--- src/rtl/reset_seq_pkg.sv ---
// Shared types for the reset sequencer: FSM state encoding and reset cause codes.
`timescale 1ns/1ps
package reset_seq_pkg;

  typedef enum logic [1:0] {
    HOLD      = 2'd0,
    WAIT_LOCK = 2'd1,
    RELEASE   = 2'd2,
    RUN       = 2'd3
  } state_t;

  localparam logic [1:0] CAUSE_POR  = 2'd0;
  localparam logic [1:0] CAUSE_BTN  = 2'd1;
  localparam logic [1:0] CAUSE_SW   = 2'd2;
  localparam logic [1:0] CAUSE_LOCK = 2'd3;

endpackage

--- src/rtl/reset_sequencer_sync_debounce.sv ---
// Multi-flop synchroniser for one async input, followed by a saturating
// low-level debouncer that flags an input held low for DEBOUNCE_CYCLES cycles.
`timescale 1ns/1ps
module sync_debounce #(
  parameter int   SYNC_STAGES     = 2,
  parameter int   DEBOUNCE_CYCLES = 1,
  parameter logic RESET_VAL       = 1'b1
) (
  input  logic clkout,
  input  logic ext_reset,
  input  logic din,
  output logic level,
  output logic evt
);

  localparam int CW = $clog2(DEBOUNCE_CYCLES + 1);
  localparam logic [CW-1:0] DB_MAX = CW'(DEBOUNCE_CYCLES);

  logic [SYNC_STAGES-1:0] sync_q;
  logic [CW-1:0]          cnt_q;

  always_ff @(posedge clkout or negedge ext_reset) begin
    if (!ext_reset) begin
      sync_q <= {SYNC_STAGES{RESET_VAL}};
    end else begin
      sync_q <= {sync_q[SYNC_STAGES-2:0], din};
    end
  end

  assign level = sync_q[SYNC_STAGES-1];

  // Any high sample restarts the count; the count parks at DB_MAX while held low.
  always_ff @(posedge clkout or negedge ext_reset) begin
    if (!ext_reset) begin
      cnt_q <= '0;
    end else if (level) begin
      cnt_q <= '0;
    end else if (cnt_q != DB_MAX) begin
      cnt_q <= cnt_q + 1'b1;
    end
  end

  assign evt = (cnt_q == DB_MAX);

endmodule

--- src/rtl/reset_sequencer.sv ---
// Board reset controller: synchronises ext_reset, waits for PLL lock, then
// releases NUM_OUTS reset domains in order, and records the last reset cause.
//
//   state     | meaning
//   HOLD      | all domains in reset, step counter times the hold period
//   WAIT_LOCK | waiting for synchronised pll_lock
//   RELEASE   | releasing one domain every STAGE_DELAY cycles, bit 0 first
//   RUN       | all domains released, por_done high
`timescale 1ns/1ps
module reset_sequencer
  import reset_seq_pkg::*;
#(
  parameter int NUM_OUTS        = 4,
  parameter int SYNC_STAGES     = 2,
  parameter int STAGE_DELAY     = 16,
  parameter int DEBOUNCE_CYCLES = 65536
) (
  input  logic                clkout,
  input  logic                ext_reset,
  input  logic                pll_lock,
  input  logic                btn_rst_n,
  input  logic                sw_req,
  output logic [NUM_OUTS-1:0] rst_n_out,
  output logic                por_done,
  output logic [1:0]          reset_cause,
  output logic [1:0]          state_o
);

  localparam int SW = (STAGE_DELAY > 1) ? $clog2(STAGE_DELAY) : 1;
  localparam int IW = $clog2(NUM_OUTS + 1);
  localparam logic [SW-1:0] STEP_LAST = SW'(STAGE_DELAY - 1);
  localparam logic [IW-1:0] IDX_LAST  = IW'(NUM_OUTS - 1);

  logic [SYNC_STAGES-1:0] rst_chain_q;
  logic                   rst_sync;
  logic                   lock_sync;
  logic                   lock_low_unused;
  logic                   btn_level_unused;
  logic                   btn_evt;

  state_t                 state_q, state_d;
  logic [SW-1:0]          step_q, step_d;
  logic [IW-1:0]          idx_q, idx_d;
  logic [NUM_OUTS-1:0]    rst_q, rst_d;
  logic                   por_q, por_d;
  logic [1:0]             cause_q, cause_d;
  logic                   lock_q;

  logic                   active;
  logic                   lock_loss;
  logic                   btn_trig;
  logic                   sw_trig;

  // Assertion is immediate; deassertion reaches the FSM only after the chain fills.
  always_ff @(posedge clkout or negedge ext_reset) begin
    if (!ext_reset) begin
      rst_chain_q <= '0;
    end else begin
      rst_chain_q <= {rst_chain_q[SYNC_STAGES-2:0], 1'b1};
    end
  end

  assign rst_sync = rst_chain_q[SYNC_STAGES-1];

  sync_debounce #(
    .SYNC_STAGES     (SYNC_STAGES),
    .DEBOUNCE_CYCLES (1),
    .RESET_VAL       (1'b0)
  ) u_lock_sync (
    .clkout    (clkout),
    .ext_reset (ext_reset),
    .din       (pll_lock),
    .level     (lock_sync),
    .evt       (lock_low_unused)
  );

  sync_debounce #(
    .SYNC_STAGES     (SYNC_STAGES),
    .DEBOUNCE_CYCLES (DEBOUNCE_CYCLES),
    .RESET_VAL       (1'b1)
  ) u_btn_sync (
    .clkout    (clkout),
    .ext_reset (ext_reset),
    .din       (btn_rst_n),
    .level     (btn_level_unused),
    .evt       (btn_evt)
  );

  assign active    = (state_q == RELEASE) || (state_q == RUN);
  assign lock_loss = active && lock_q && !lock_sync;
  assign btn_trig  = btn_evt && (state_q != HOLD);
  assign sw_trig   = active && sw_req;

  always_ff @(posedge clkout or negedge ext_reset) begin
    if (!ext_reset) begin
      state_q <= HOLD;
      step_q  <= '0;
      idx_q   <= '0;
      rst_q   <= '0;
      por_q   <= 1'b0;
      cause_q <= CAUSE_POR;
      lock_q  <= 1'b0;
    end else begin
      state_q <= state_d;
      step_q  <= step_d;
      idx_q   <= idx_d;
      rst_q   <= rst_d;
      por_q   <= por_d;
      cause_q <= cause_d;
      lock_q  <= lock_sync;
    end
  end

  always_comb begin
    state_d = state_q;
    step_d  = step_q;
    idx_d   = idx_q;
    rst_d   = rst_q;
    por_d   = por_q;
    cause_d = cause_q;

    if (lock_loss || btn_trig || sw_trig) begin
      state_d = HOLD;
      step_d  = '0;
      idx_d   = '0;
      rst_d   = '0;
      por_d   = 1'b0;
      if (lock_loss)     cause_d = CAUSE_LOCK;
      else if (btn_trig) cause_d = CAUSE_BTN;
      else               cause_d = CAUSE_SW;
    end else begin
      unique case (state_q)
        HOLD: begin
          rst_d = '0;
          por_d = 1'b0;
          idx_d = '0;
          // A held button keeps the domains parked here until it is let go.
          if (!rst_sync || btn_evt) begin
            step_d = '0;
          end else if (step_q == STEP_LAST) begin
            step_d  = '0;
            state_d = WAIT_LOCK;
          end else begin
            step_d = step_q + 1'b1;
          end
        end
        WAIT_LOCK: begin
          step_d = '0;
          if (lock_sync) state_d = RELEASE;
        end
        RELEASE: begin
          if (step_q == STEP_LAST) begin
            step_d = '0;
            idx_d  = idx_q + 1'b1;
            for (int i = 0; i < NUM_OUTS; i++) begin
              if (idx_q == IW'(i)) rst_d[i] = 1'b1;
            end
            if (idx_q == IDX_LAST) begin
              state_d = RUN;
              por_d   = 1'b1;
            end
          end else begin
            step_d = step_q + 1'b1;
          end
        end
        RUN: begin
          rst_d = '1;
          por_d = 1'b1;
        end
        default: state_d = HOLD;
      endcase
    end
  end

  assign rst_n_out   = rst_q;
  assign por_done    = por_q;
  assign reset_cause = cause_q;
  assign state_o     = state_q;

endmodule

--- config.mk ---
export PLATFORM = sky130hd
export DESIGN_NAME = reset_sequencer
export DESIGN_NICKNAME = d
export VERILOG_FILES = /design/src/rtl/reset_seq_pkg.sv /design/src/rtl/reset_sequencer_sync_debounce.sv /design/src/rtl/reset_sequencer.sv
export SDC_FILE = /design/constraint.sdc
export NUM_CORES = 1
export LEC_CHECK = 0
export ABC_AREA = 1
export CELL_PAD_IN_SITES_DETAIL_PLACEMENT = 1
export CELL_PAD_IN_SITES_GLOBAL_PLACEMENT = 1
export CORE_MARGIN = 5
export CORE_UTILIZATION = 25
export CTS_BUF_LIST = sky130_fd_sc_hd__clkbuf_16
export CTS_CLUSTER_DIAMETER = 200
export CTS_CLUSTER_SIZE = 25
export DETAILED_ROUTE_END_ITERATION = 16
export DONT_BUFFER_PORTS = 1
export GPL_ROUTABILITY_DRIVEN = 0
export PLACE_DENSITY = 0.51
export SLEW_MARGIN = 20
export SYNTH_ARGS = -nofsm -noshare
export SYNTH_HDL_FRONTEND = slang
export SYNTH_SLANG_ARGS = --single-unit
--- constraint.sdc ---
create_clock -name clkout -period 5.1 [get_ports clkout]
set_input_delay 0.51 -clock clkout [delete_from_list [all_inputs] [get_ports clkout]]
set_output_delay 0.51 -clock clkout [all_outputs]
set_load 0.005 [all_outputs]
==> run summary <==
STATUS
-------------------------------------------------------------------------------------------
Outcome ...................................................................... finished clean

CLOCK NETWORK
-------------------------------------------------------------------------------------------
Buffer type at the clock tree root ...........................................    clkbuf_16
Max Root-Sink Buffers ........................................................            2
# resized after CTS ..........................................................            0
TritonCTS clock tree .........................................................         done
Clk Latency, worst-skew pair .................................................       280 ps
TritonCTS buffer count .......................................................            5
H-Tree Depth .................................................................            2
CTS clock-pin slew for the worst setup and hold paths ........................        60 ps
Number of clock sinks ........................................................           39

YOSYS
-------------------------------------------------------------------------------------------
Post-synthesis cell area .....................................................  0.00216 mm2
Number of nets produced by synthesis .........................................          280
FF+latch count, synth ........................................................           39
Post-synth cell types ........................................................           30
Number of warnings printed during yosys synthesis ............................            0
Part of the Yosys area used for sequential elements ..........................        45.2%
Mean post-synth cell area ....................................................     8.23 um2
Syn Inst Count ...............................................................          263

FLOORPLANNING
-------------------------------------------------------------------------------------------
Number of placed I/O pins ....................................................           14
Overall die width ............................................................       103 um
Initial Util .................................................................        25.2%
Die Y ........................................................................       103 um
Number of rows created at floorplan ..........................................           34
Die outline area .............................................................   0.0106 mm2
Core box area ................................................................  0.00859 mm2

PLACE
-------------------------------------------------------------------------------------------
HPWL after detailed placement ................................................      3720 um
Placed insts .................................................................          369
Number of port buffers .......................................................            0
Dpl cell area ................................................................  0.00229 mm2

POWER AND IR DROP
-------------------------------------------------------------------------------------------
Final Total Pwr ..............................................................      1.07 mW
Clock share of power .........................................................        27.4%
Switching share of total power ...............................................        38.6%
Leakage power ................................................................      1.16 nW
P_int ........................................................................       659 uW
IR Drop Worst-Case VDD .......................................................       161 uV
Combinational share of power .................................................        36.9%
Net switching power ..........................................................       414 uW
Sequential Power Share .......................................................        35.7%
Power per unit of standard cell area .........................................   439 mW/mm2

CRITICAL PATH
-------------------------------------------------------------------------------------------
Number of cells on the critical path .........................................            8
Class of the most critical setup path ........................................ flop to flop
Largest driver fanout on the critical path ...................................            6
CP bufs+invs .................................................................            1
Number of cells on the worst reg-to-reg path .................................            8
Kind of cell adding the most delay to the critical path ...................... simple AND/OR/NAND/NOR gates
Slowest-stage cell, CP .......................................................      dfrtp_1
Critical path cell sequence .................................................. inv_1, ha_1, or2_4, nand3_4, nand3_4, nor2_1, nand3_1, nand2_1
Delay of the slowest critical-path stage .....................................       430 ps
Required time at the worst-slack endpoint ....................................      5320 ps
Type of element launching the critical path ..................................         flop
Worst EP arrival .............................................................      2160 ps
Crit end category ............................................................         flop
Dominant cell type by count on the critical path .............................      nand3_4

TIMING
-------------------------------------------------------------------------------------------
Final setup vio count ........................................................            0
Final period util ............................................................        38.0%
Hold Fails Final Rpt .........................................................            0
Unrepaired setup endpoints after global routing ..............................           no
Clock skew after layout ......................................................      9.14 ps
Final count of pins violating max slew .......................................            0
Accumulated negative setup slack .............................................         0 ps
Maximum clock frequency ......................................................      516 MHz
Minimum clock period .........................................................      1940 ps

ROUTING
-------------------------------------------------------------------------------------------
Number of remaining DRC errors ...............................................            0
Vias/cell ....................................................................         4.45
Number of design-rule violations left by the first detailed-router iteration .           26
Routed WL ....................................................................      4920 um
DRT antenna net count ........................................................            0
Vias post-DR .................................................................         1681
DR WL/cell ...................................................................      13.0 um
Number of iterations in the first detailed-routing pass ......................            4

FINAL LAYOUT
-------------------------------------------------------------------------------------------
Area of all placed cells without fillers .....................................  0.00244 mm2
Leading cell type in the layout, fill and taps excluded ......................      nand2_1
Non-filler instance count after layout .......................................          378
Diode count ..................................................................            0
Net total in the final layout ................................................          286
Ratio of cells with drive above 1 in the final layout ........................        13.7%
Filler Cells Inserted ........................................................         1028
Leading cell types in the layout, fill and taps excluded ..................... nand2_1, dfrtp_1, inv_1, nor2_1, nand3_1
Growth of design area from synthesis to finish ...............................        13.0%

GLOBAL ROUTING
-------------------------------------------------------------------------------------------
Pin count of the biggest net entering global routing .........................           38
Antenna violations before repair .............................................            0
GR Overflow Total ............................................................            0
First-pass GRT wire length ...................................................      8690 um
Number of global-route vias before repair ....................................         1841
GR Util All Layers ...........................................................        10.4%

RUN
-------------------------------------------------------------------------------------------
Number of maximum-capacitance violations .....................................            0

HOLD PATH
-------------------------------------------------------------------------------------------
Hold crit path type .......................................................... input port to asynchronous set/reset pin

-- what timing repair did --
item | in CTS | in global routing
hold buffers | 1 | 0
endpoints found under the hold margin | 37 | 0
setup buffers | 0 | 0
-- state kept, by name (all words and copies together) (netlist names) --
name	cells
step_q	4
reset_cause	2
lock_q	1
rst_chain_q	2
u_btn_sync.cnt_q	17
u_lock_sync.sync_q	2
idx_q	3
u_btn_sync.sync_q	2
state_o	2
rst_n_out	4
-- metrics by stage --
stage	setup slack (ps)	hold slack, ps	util (%)
floorplan	3410	214	-
detailed placement	3170	217	26.6
CTS	3150	65.3	28.4
global route	3000	59.6	28.4
finish	3160	68.5	28.4
global placement	3220	217	26.6
-- power by group through the flow --
stage | combinational [mW] | clock (mW) | sequential (mW)
floorplan | 0.322 | 0 | 0.377
global placement | 0.394 | 0 | 0.391
detailed placement | 0.399 | 0 | 0.391
CTS | 0.410 | 0.308 | 0.385
global route | 0.457 | 0.320 | 0.388
finish | 0.397 | 0.294 | 0.383
-- final cells by class --
class | instances | area (um2) | area share (%)
timing repair buffer | 1 | 20.0 | 0.819
clock buffer | 5 | 125 | 5.12
clock inverter | 3 | 11.3 | 0.461
sequential | 39 | 978 | 40.0
multi-input combinational | 188 | 1050 | 42.8
tap | 108 | 135 | 5.53
inverter | 34 | 128 | 5.22
-- cells by family (layout without fill, tap and decap cells) --
kind of cell	Yosys count	count (layout)	share of synthesized area (%)
buf+inv	36	43	6.42
other cells	1	1	0.173
fa+ha+maj	12	12	6.94
xor+xnor	1	1	0.405
flops	39	39	45.2
compound gates	36	36	8.44
simple gates	138	138	32.4
-- final timing paths --
| path | startpoint | end | slack, ps |
|---|---|---|---|
| setup / recovery | state_o[0]$_DFFE_PN0P_ | rst_n_out[3]$_DFFE_PN0P_ | 3160 |
| hold / removal | ext_reset | u_btn_sync.sync_q[1]$_DFF_PN1_ | 70 |
| setup reg to reg | state_o[0]$_DFFE_PN0P_ | rst_n_out[3]$_DFFE_PN0P_ | 3160 |
| hold reg to reg | u_btn_sync.sync_q[0]$_DFF_PN1_ | u_btn_sync.sync_q[1]$_DFF_PN1_ | 340 |
| max in group asynchronous | ext_reset | step_q[2]$_DFFE_PN0P_ | 4830 |
| min in group clkout | btn_rst_n | u_btn_sync.sync_q[0]$_DFF_PN1_ | 230 |
-- synthesized netlist by cell type --
cell type  instances  share of area (%)
nand2_1           52                9.0
dfrtp_1           37                 43
inv_1             30                5.2
nor2_1            30                5.2
nand3_1           20                4.6
o21ai_0           16                3.7
a21oi_1           15                3.5
ha_1              12                6.9
nand2_2            9                2.6
nor3_1             7                1.6
nor2_2             5                1.4
inv_2              4               0.69
nand4_1            4                1.2
o21ai_1            3               0.69
dfstp_2            2                2.4
nand3_2            2               0.93
nand3_4            2                1.6
a31oi_1            1               0.29
buf_4              1               0.35
clkbuf_1           1               0.17
conb_1             1               0.17
nand2_4            1               0.52
nor2_4             1               0.52
nor2_8             1               0.93
nor3_2             1               0.46
nor3_4             1               0.75
nor4_2             1               0.58
o22ai_1            1               0.29
or2_4              1               0.40
xor2_1             1               0.40
-- layer usage --
layer,track usage (%),routed length [um],share of wire [%]
met4,2.99,64,1.3
met1,14.3,2470,50
met3,2.57,161,3.3
met5,0,0,0
met2,16.2,2230,45
No activity file was read; power rests on OpenSTA's default activity.
